`src/rtl/fixed_point_dot_seq.sv`:
```
// Sequential signed fixed-point dot product: streams operand pairs from external
// memories, accumulates full-precision terms and saturates the sum once at the end.
module fixed_point_dot_seq #(
    parameter int DATA_WIDTH = 16,
    parameter int INTEGER    = 6,
    parameter int FRACTION   = 10,
    parameter int ADDR_WIDTH = 5
) (
    input  logic                  clk,
    input  logic                  reset,
    input  logic                  start,
    input  logic [ADDR_WIDTH-1:0] length,
    input  logic [DATA_WIDTH-1:0] bias,
    output logic                  rd_en,
    output logic [ADDR_WIDTH-1:0] addr,
    input  logic [DATA_WIDTH-1:0] a_in,
    input  logic [DATA_WIDTH-1:0] b_in,
    output logic                  busy,
    output logic                  done,
    output logic [DATA_WIDTH-1:0] result,
    output logic                  overflow
);

    localparam int ACC_W = 2 * (INTEGER + FRACTION);

    localparam logic signed [ACC_W-1:0] SAT_MAX =
        {{(ACC_W-DATA_WIDTH+1){1'b0}}, {(DATA_WIDTH-1){1'b1}}};
    localparam logic signed [ACC_W-1:0] SAT_MIN =
        {{(ACC_W-DATA_WIDTH+1){1'b1}}, {(DATA_WIDTH-1){1'b0}}};

    typedef enum logic [1:0] {IDLE, RUN, DRAIN, DONE} state_t;

    state_t                  state;
    logic [ADDR_WIDTH-1:0]   len_q;
    logic signed [ACC_W-1:0] acc;
    logic                    vld_p1;

    logic signed [DATA_WIDTH-1:0] a_s, b_s, bias_s;
    logic signed [ACC_W-1:0]      a_ext, b_ext, bias_ext;
    logic signed [ACC_W-1:0]      prod_p1, term_p1, acc_sum_p1;
    logic [DATA_WIDTH:0]          sat_p1;

    // {overflow, clamped value}
    function automatic logic [DATA_WIDTH:0] saturate(input logic signed [ACC_W-1:0] x);
        if (x > SAT_MAX)
            return {1'b1, SAT_MAX[DATA_WIDTH-1:0]};
        else if (x < SAT_MIN)
            return {1'b1, SAT_MIN[DATA_WIDTH-1:0]};
        else
            return {1'b0, x[DATA_WIDTH-1:0]};
    endfunction

    // Stage p1: operands returned one cycle after rd_en; exact product, floor-truncated term
    assign a_s        = a_in;
    assign b_s        = b_in;
    assign bias_s     = bias;
    assign a_ext      = a_s;
    assign b_ext      = b_s;
    assign bias_ext   = bias_s;
    assign prod_p1    = a_ext * b_ext;
    assign term_p1    = prod_p1 >>> FRACTION;
    assign acc_sum_p1 = vld_p1 ? (acc + term_p1) : acc;
    assign sat_p1     = saturate(acc_sum_p1);

    always_ff @(posedge clk or posedge reset) begin
        if (reset) begin
            state    <= IDLE;
            len_q    <= '0;
            acc      <= '0;
            vld_p1   <= 1'b0;
            rd_en    <= 1'b0;
            addr     <= '0;
            busy     <= 1'b0;
            done     <= 1'b0;
            result   <= '0;
            overflow <= 1'b0;
        end else begin
            vld_p1 <= rd_en;
            acc    <= acc_sum_p1;
            case (state)
                IDLE: begin
                    done <= 1'b0;
                    if (start) begin
                        len_q <= length;
                        acc   <= bias_ext;
                        addr  <= '0;
                        busy  <= 1'b1;
                        if (length == '0) begin
                            state    <= DONE;
                            done     <= 1'b1;
                            result   <= bias;
                            overflow <= 1'b0;
                        end else begin
                            state <= RUN;
                            rd_en <= 1'b1;
                        end
                    end
                end
                RUN: begin
                    if (addr == len_q - ADDR_WIDTH'(1)) begin
                        state <= DRAIN;
                        rd_en <= 1'b0;
                        addr  <= '0;
                    end else begin
                        addr <= addr + ADDR_WIDTH'(1);
                    end
                end
                DRAIN: begin
                    state    <= DONE;
                    done     <= 1'b1;
                    result   <= sat_p1[DATA_WIDTH-1:0];
                    overflow <= sat_p1[DATA_WIDTH];
                end
                DONE: begin
                    state <= IDLE;
                    done  <= 1'b0;
                    busy  <= 1'b0;
                end
                default: begin
                    state <= IDLE;
                    rd_en <= 1'b0;
                    busy  <= 1'b0;
                    done  <= 1'b0;
                end
            endcase
        end
    end

endmodule

```
`config.mk`:
```
export PLATFORM = sky130hd
export DESIGN_NAME = fixed_point_dot_seq
export DESIGN_NICKNAME = d
export VERILOG_FILES = /design/src/rtl/fixed_point_dot_seq.sv
export SDC_FILE = /design/constraint.sdc
export NUM_CORES = 1
export LEC_CHECK = 0
export BUFFER_PORTS_ARGS = -buffer_cell sky130_fd_sc_hd__buf_2
export CAP_MARGIN = 10
export CORE_ASPECT_RATIO = 0.5
export CORE_UTILIZATION = 48
export CTS_CLUSTER_SIZE = 30
export DETAILED_ROUTE_END_ITERATION = 12
export GPL_TIMING_DRIVEN = 0
export PLACE_DENSITY = 0.65
export SLEW_MARGIN = 20
export SYNTH_ARGS = -nofsm -noshare
export SYNTH_HDL_FRONTEND = slang
export SYNTH_SLANG_ARGS = --single-unit
export TNS_END_PERCENT = 20
```
`constraint.sdc`:
```
create_clock -name clk -period 4.2 [get_ports clk]
set_input_delay 0.84 -clock clk [delete_from_list [all_inputs] [get_ports clk]]
set_output_delay 0.84 -clock clk [all_outputs]
set_load 0.05 [all_outputs]
```
* After elaboration in Yosys (flattened, before gate mapping)
Index checks and enable logic that the tools add are counted.
Word-level totals: latch bits 0, memories kept 0, register bits after elaboration 65, memory bits (read-only) 0, word-level logic and storage cells 63, memory bits (writable) 0, input bits 56, output and inout port bits 25
Cells by class: magnitude comparators 2, reductions and logical operators 12, $add $sub $neg 3, muxes and demuxes 27, divide/modulo/power cells 0, bitwise gates (word level) 0, multipliers 1, shifts and indexed selects 0, eq/ne operators 8
Operators with widths (count):
- 2-to-1 mux 32 bit | 3
- 2-to-1 mux 17 bit | 2
- adder 32 x 22 -> 32 bit | 1
- > comparator 32 x 16 -> 1 bit, second input constant | 1
- less-than comparator 32 x 16 -> 1 bit, second input constant | 1
- multiplier 16 x 16 -> 32 bit | 1
- 2-to-1 mux 16 bit | 2
- one-hot mux 16 bit (2 select lines) | 1
- 2-to-1 mux 5 bit | 2
- one-hot mux 5 bit (2 select lines) | 1
- 2-to-1 mux 1 bit | 8
- inequality test 2 bit, second input constant | 4
- one-hot mux 2 bit (4 select lines) | 1
- AND reduction 2 bit | 4
- 2-to-1 mux 2 bit | 3
- one-hot mux 1 bit (2 select lines) | 3
- nonzero test 2 bit | 3
- adder 5 x 1 -> 5 bit, second input constant | 1
- equality test 5 bit | 1
- zero test 5 bit | 1
- subtractor 5 x 1 -> 5 bit, second input constant | 1
- equality test 2 bit, second input constant | 2
- AND reduction 4 bit | 1
- one-hot mux 1 bit (3 select lines) | 1
- 4 further kinds | 4

* Depth between registers and ports, before layout
Gate-level depths: netlist of run 1.
depth after elaboration 7, gate-level depth with buffers 40, depth with buffers taken out 36

* Least setup slack after synthesis of run 1
Ideal clock, no wire load.
path type input to register, start point in b_in[2], end point reg result[15], buffers on the path 2, setup time 0.121 ns, data required time 4.079 ns, arrival time 9.453 ns, slack -5.374 ns, stages 37, cell sequence clkbuf_1 and2_1 fa_1 inv_1 fa_1 fa_1 inv_1 fa_1 fa_1 inv_1 fa_1 inv_1 ha_1 a211o_1 a221o_1 nand3_1 a21boi_1 a211o_1 a21oi_1 o21bai_1 a211oi_1 o21bai_1 a21oi_1 xnor2_1 ha_1 a21o_1 o2bb2ai_1 a311oi_1 o211ai_1 a221oi_1 mux2_2 a221o_1 nor4_2 nand3b_1 o21ai_4 buf_12 a2bb2oi_1
Between the ends: word-level cells in the longest chain between the ends 7, elaborated cells between the ends (all ways) 8
RTL lines:
- start, declared | RTL line 17 | input logic [DATA_WIDTH-1:0] b_in,
- multiplier 16 x 16 -> 32 bit * | RTL line 60 | assign prod_p1 = a_ext * b_ext;
- adder 32 x 22 -> 32 bit * | RTL line 62 | assign acc_sum_p1 = vld_p1 ? (acc + term_p1) : acc;
- 2-to-1 mux 32 bit * | RTL line 62
- less-than comparator 32 x 16 -> 1 bit | RTL line 47 | else if (x < SAT_MIN)
- 2-to-1 mux 17 bit | RTL line 47
- 2-to-1 mux 17 bit * | RTL line 45 | if (x > SAT_MAX)
- one-hot mux 16 bit (2 select lines) * | RTL line 80 | case (state)
- end signal, assigned | RTL line 91 | result <= bias;
- end signal, assigned | RTL line 111 | result <= sat_p1[DATA_WIDTH-1:0];
- end, declared | RTL line 20 | output logic [DATA_WIDTH-1:0] result,
Every way passes the cells marked *; elsewhere a longest branch is shown, timed or not. A chain may end at the register's enable or synchronous reset.

* Final worst setup path of run 1
start point in a_in[6], end point reg result[8]
Between the ends: word-level cells in the longest chain between the ends 7, elaborated cells between the ends (all ways) 8
RTL lines:
- start, declared | RTL line 16 | input logic [DATA_WIDTH-1:0] a_in,
- multiplier 16 x 16 -> 32 bit * | RTL line 60
- adder 32 x 22 -> 32 bit * | RTL line 62
- 2-to-1 mux 32 bit * | RTL line 62
- less-than comparator 32 x 16 -> 1 bit | RTL line 47
- 2-to-1 mux 17 bit | RTL line 47
- 2-to-1 mux 17 bit * | RTL line 45
- one-hot mux 16 bit (2 select lines) * | RTL line 80
Marked as above.

==> results.sh, run 1 <==
export IMPL_vias=12140
export IMPL_fin_ws_ps=-5340
export IMPL_top_layer="met4"
export IMPL_hold_viol_final=0
export IMPL_path_clk_slew_ps=60
export IMPL_slew_headroom=0.5534
export IMPL_avgSynthCellArea_um2=8.873
export IMPL_drt_pass1_iterations=5
export IMPL_place_congestion=0.9356
export IMPL_areaGrowthSynthToFinish_pct=21.43
export IMPL_worst_path_buf_inv=8
export IMPL_yosys_area_top_type="fa_1"
export IMPL_end_kind="flip-flop"
export IMPL_crit_path_frequent_cell="fa_1"
export IMPL_violations="setup timing"
export IMPL_startpoint_type="input port"
export IMPL_slowest_stage="fa_1"
export IMPL_die_area_mm2=0.03151
export IMPL_ys_seq_elements=65
export IMPL_seq_area_frac_synth=0.1102
export IMPL_worstSkewPairLatency_ps=330
export IMPL_synth_cells=1664
export IMPL_grt_max_degree=44
export IMPL_ios=81
export IMPL_period_needed_ps=9540
export IMPL_fin_worst_skew_ps=8.114
export IMPL_synth_top_area_frac=0.3552
export IMPL_core_area_mm2=0.02962
export IMPL_die_h_um=126.0
export IMPL_place_area_mm2=0.01578
export IMPL_dpl_hpwl_mm=32.17
export IMPL_drt_drc_violations_left=0
export IMPL_slew_violations=0
export IMPL_cts_tree="done"
export IMPL_final_cells=2235
export IMPL_critPathTopFamily="adder cells"
export IMPL_clock_fmax_ghz=0.1048
export IMPL_netlist_cell_type_count=73
export IMPL_synth_nets=2100
export IMPL_worstMarginPinSlew_ps=669.9
export IMPL_place_inst=2136
export IMPL_core_rowCount=44
export IMPL_cts_sinks=65
export IMPL_grt_overflow_total=0
export IMPL_die_x_um=250.0
export IMPL_antennaDiodeCount=0
export IMPL_drive_above_1_share=0.2023
export IMPL_drv_cap=0
export IMPL_nets=2275
export IMPL_final_area_mm2=0.01793
export IMPL_htreeDepth=3
export IMPL_viasPerCell=5.434
export IMPL_period_share=2.271
export IMPL_hold_buffers=0
export IMPL_grt_pass1_wl_mm=67.97
export IMPL_hold_path_class="reg2reg"
export IMPL_critPathKind="in2reg"
export IMPL_synth_ff_type="dfrtp_1"
export IMPL_final_core_util=0.6054
export IMPL_dr_wl_met2_mm=18.69
export IMPL_cp_slowest_stage_delay_ps=610
export IMPL_portBuffers=80
export IMPL_ys_warn_count=0
export IMPL_m1WireLength_mm=18.95
export IMPL_root_buffer="clkbuf_16"
export IMPL_clock_path_buffers=2
export IMPL_wirelength_mm=40.70
export IMPL_cp_data_required_time_ps=4460
export IMPL_cp_max_fo=6
export IMPL_whs_ps=452.0
export IMPL_first_iter_violations=870
export IMPL_synth_area_leaders="fa_1 36%, dfrtp_1 11%, ha_1 10%"
export IMPL_antenna_found_initial=1
export IMPL_initial_utilization=0.4985
export IMPL_cts_buffers=9
export IMPL_arrival_ps=9800
export IMPL_post_drt_wl_per_cell_um=18.21
export IMPL_setup_viol=49
export IMPL_drtAntennaViolNets=0
export IMPL_status="finished, violations left"
export IMPL_syn_area_mm2=0.01477
export IMPL_synthArstFlopShare=1.000
export IMPL_met3_length_mm=2.514
export IMPL_grt_pass1_vias=12750
export IMPL_grt_util_all_layers=0.2721
export IMPL_rsz0062_at_grt="yes"
export IMPL_synth_edf_count=0
==> through the flow <==
step / setup TNS [ps] / setup slack [ps]
6_report: -202020 / -5340
5_1_grt: -217240 / -5672
4_1_cts: -202950 / -5339
3_5_place_dp: -259340 / -6700
3_3_place_gp: -258460 / -6715
2_1_floorplan: -189300 / -5084
==> placed cells by master (no fill, tap or decap), types with 12 or more instances in the layout <==
cell type / n
and2_4: 12
inv_1: 290
nand4_1: 17
a21o_1: 16
nor2_1: 82
clkbuf_8: 18
clkbuf_16: 20
o21ai_0: 52
buf_2: 58
nand2_1: 174
nand2b_1: 18
a21oi_1: 54
or3_1: 17
and2_1: 112
fa_2: 12
dfrtp_1: 65
nor2b_1: 13
buf_4: 84
ha_1: 108
fa_1: 250
nand3_1: 14
nor3_1: 16
xnor2_1: 32
o21a_1: 15
buf_6: 16
clkbuf_1: 20
==> synth_stat cells, types with 18 or more instances <==
cell and number:
a21oi_1 66, and2_1 124, clkbuf_1 53, dfrtp_1 65
fa_1 262, ha_1 118, inv_1 303, nand2_1 181
nand2b_1 18, nor2_1 87, nor3_1 20, o21ai_0 59
or3_1 18, xnor2_1 36
==> timing repair <==
| action | CTS | global route |
|---|---|---|
| resized for setup | 224 | 56 |
| pin swaps | 58 | 26 |
| gates cloned | 3 | 0 |
| endpoints found under the setup margin | 49 | 49 |
| buffers inserted | 67 | 15 |
==> final cells by class <==
type | count | area, um2
Multi-Input combinational cell | 1233 | 12350
Timing Repair Buffer | 166 | 1294
Buffer | 61 | 690.7
Tap cell | 391 | 489.2
Sequential cell | 65 | 1627
Clock buffer | 11 | 252.7
Clock inverter | 5 | 86.33
Fill cell | 2569 | 11690
Inverter | 303 | 1142
==> path summary, 6_finish.rpt <==
path	startpoint	end	slack, ps	cells past startpoint
max	a_in[6]	result[8]	-5340	39
min	rd_en	vld_p1	450	0
max reg2reg	vld_p1	result[9]	120	9
min reg2reg	rd_en	vld_p1	450	0
max in group asynchronous	reset	acc[9]	3200	3
min in group asynchronous	reset	state[1]	470	2
==> worst register-to-register path, delay by kind of cell (launching register included) <==
kind / cells / cell delay [ps]
AOI/OAI and AO/OA: 1 / 150
buffers and inverters: 6 / 3010
DFF: 1 / 340
muxes: 1 / 340
and+or+nand+nor: 1 / 120
==> sequential cells by signal, summed over array words and instances (netlist names) <==
register and count:
acc 32, result 16, addr 5, len_q 5
state 2, busy 1, done 1, overflow 1
rd_en 1, vld_p1 1
==> routing by layer <==
layer,up-vias,track usage
met5,-,0
met4,0,0.04150
met3,43,0.03142
met2,426,0.4462
met1,6007,0.3966
li1,5668,-
==> logic make-up after synthesis <==
logic type               after synthesis  synth area share
XOR/XNOR                              47           0.02788
AND/OR/NAND/NOR                      525            0.1771
flip-flops                            65            0.1102
multiplexers                          15           0.01110
buffers and inverters                366           0.09525
adder cells (fa/ha/maj)              380            0.4552
AO/OA/AOI/OAI                        266            0.1233
Power of run 1 is left out: the tool's default activity adds up to more than one toggle a clock period on the data nets, which glitch-free logic cannot reach.
==> run 2: changes to the inputs <==
--- a/config.mk
+++ b/config.mk
@@ -5,14 +5,13 @@
 export SDC_FILE = /design/constraint.sdc
 export NUM_CORES = 1
 export LEC_CHECK = 0
-export BUFFER_PORTS_ARGS = -buffer_cell sky130_fd_sc_hd__buf_2
 export CAP_MARGIN = 10
 export CORE_ASPECT_RATIO = 0.5
 export CORE_UTILIZATION = 48
 export CTS_CLUSTER_SIZE = 30
 export DETAILED_ROUTE_END_ITERATION = 12
+export DONT_BUFFER_PORTS = 1
 export GPL_TIMING_DRIVEN = 0
-export PLACE_DENSITY = 0.65
 export SLEW_MARGIN = 20
 export SYNTH_ARGS = -nofsm -noshare
 export SYNTH_HDL_FRONTEND = slang
==> run 2 against run 1 <==
  * The run still ends with setup timing left
  * Clock-buffer cell count decreased by 2
  * Non-clock buffer count decreased by 106
  * Routed wire length increased by 5.3%
  * Highest routed layer unchanged
==> results.sh, run 2 (synthesis gave the netlist of run 1 again) <==
export IMPL_end_kind="flip-flop"
export IMPL_nets=2169
export IMPL_wirelength_mm=42.87
export IMPL_worst_path_buf_inv=6
export IMPL_hold_viol_final=0
export IMPL_die_x_um=250.0
export IMPL_violations="setup timing"
export IMPL_clock_fmax_ghz=0.1053
export IMPL_largest_reg_flops=32
export IMPL_hold_buffers=0
export IMPL_tns_ps=-201070
export IMPL_core_rowCount=44
export IMPL_rsz0062_at_grt="yes"
export IMPL_viasPerCell=5.578
export IMPL_portBuffers=0
export IMPL_cp_data_required_time_ps=4450
export IMPL_drive_above_1_share=0.1549
export IMPL_cts_sinks=65
export IMPL_status="finished, violations left"
export IMPL_antenna_found_initial=0
export IMPL_initial_utilization=0.4985
export IMPL_period_share=2.261
export IMPL_fillCellCount=2680
export IMPL_regMostFlops="acc"
export IMPL_grt_util_all_layers=0.2861
export IMPL_slew_violations=0
export IMPL_grt_overflow_total=0
export IMPL_arrival_ps=9740
export IMPL_die_h_um=126.0
export IMPL_areaGrowthSynthToFinish_pct=15.77
export IMPL_cts_tree="done"
export IMPL_worstSkewPairLatency_ps=320
export IMPL_crit_path_frequent_cell="fa_1"
export IMPL_slew_headroom=0.4622
export IMPL_hold_path_class="in2async"
export IMPL_startpoint_type="input port"
export IMPL_drt_pass1_iterations=6
export IMPL_root_buffer="clkbuf_16"
export IMPL_reg_top3="acc (32), result (16)"
export IMPL_htreeDepth=3
export IMPL_final_cells=2129
export IMPL_grt_pass1_vias=12910
export IMPL_fin_ws_ps=-5295
export IMPL_post_drt_wl_per_cell_um=20.14
export IMPL_pre_cts_ws_ps=-6676
export IMPL_slowest_stage="fa_2"
export IMPL_die_area_mm2=0.03151
export IMPL_cp_slowest_stage_delay_ps=630
export IMPL_first_iter_violations=776
export IMPL_clock_path_buffers=2
export IMPL_dpl_hpwl_mm=35.03
export IMPL_grt_max_degree=45
export IMPL_drtAntennaViolNets=0
export IMPL_layout_commonest_cell="inv_1"
export IMPL_ios=81
export IMPL_cts_buffers=9
export IMPL_critPathKind="in2reg"
export IMPL_cp_max_fo=10
export IMPL_drv_cap=0
export IMPL_period_needed_ps=9495
export IMPL_worstMarginPinSlew_ps=806.7
export IMPL_setup_viol=49
export IMPL_critPathTopFamily="adder cells"
export IMPL_final_cell_mix="287 x inv_1, 252 x fa_1, 175 x nand2_1"
export IMPL_path_clk_slew_ps=60
export IMPL_core_area_mm2=0.02962
export IMPL_drt_drc_violations_left=0
export IMPL_grt_pass1_wl_mm=70.60
export IMPL_fin_worst_skew_ps=7.929
export IMPL_vias=11880
export IMPL_place_congestion=0.9535
export IMPL_place_inst=2056
[run 2: changes by cell type in the layout (fill, tap and decap cells not counted), moves of 4 or more]
| cell | before | now |
|---|---|---|
| buf_4 | 84 | 54 |
| xnor2_2 | 2 | 6 |
| clkbuf_16 | 20 | 15 |
| clkbuf_8 | 18 | 0 |
| buf_2 | 58 | 3 |
| buf_6 | 16 | 11 |
| clkinvlp_4 | 0 | 4 |
[run 2: area by class of cell]
class	count	area, um2	share of cell area
inverter	303	1144	0.06690
tap	391	489.2	0.02862
clock buffer	9	225.2	0.01318
sequential	65	1627	0.09515
timing repair buffer	59	524.3	0.03067
multi-input combinational	1233	12400	0.7255
buffer	62	635.6	0.03718
antenna	1	2.502	0.0001464
clock inverter	6	45.04	0.002635
[run 2: final timing paths]
| path | from | to | slack [ps] | cells past startpoint |
|---|---|---|---|---|
| worst max-delay path | a_in[9] | result[13] | -5290 | 37 |
| worst min-delay path | reset | rd_en | 350 | 1 |
| worst max register to register | vld_p1 | result[3] | -30 | 9 |
| worst min register to register | len_q[4] | len_q[4] | 520 | 2 |
| max in group asynchronous | reset | acc[15] | 3330 | 2 |
| min in group clk | len_q[4] | len_q[4] | 520 | 2 |
[run 2: stage by stage]
| step | util | hold WS [ps] | cell area [um2] |
|---|---|---|---|
| 2_1_floorplan | - | 466.5 | 14870 |
| 3_3_place_gp | 0.5186 | 484.3 | 15360 |
| 3_5_place_dp | 0.5196 | 518.0 | 15390 |
| 4_1_cts | 0.5627 | 352.3 | 16670 |
| 5_1_grt | 0.5771 | 364.0 | 17090 |
| 6_report | 0.5771 | 347.2 | 17090 |
[run 2: layer usage]
| layer | vias up | track usage | wire length, um |
|---|---|---|---|
| met1 | 6010 | 0.3977 | 19560 |
| li1 | 5452 | - | - |
| met5 | - | 0 | 0 |
| met2 | 355 | 0.4691 | 20060 |
| met3 | 59 | 0.04692 | 2467 |
| met4 | 0 | 0.07145 | 777 |
[run 2: what timing repair did]
action	CTS	global route
endpoints found under the hold margin	0	0
resized for setup	136	118
cloned	2	0
setup endpoints to repair	49	49
pin swaps	64	58
setup buffers	38	19
Power of run 2 is left out for the same reason.
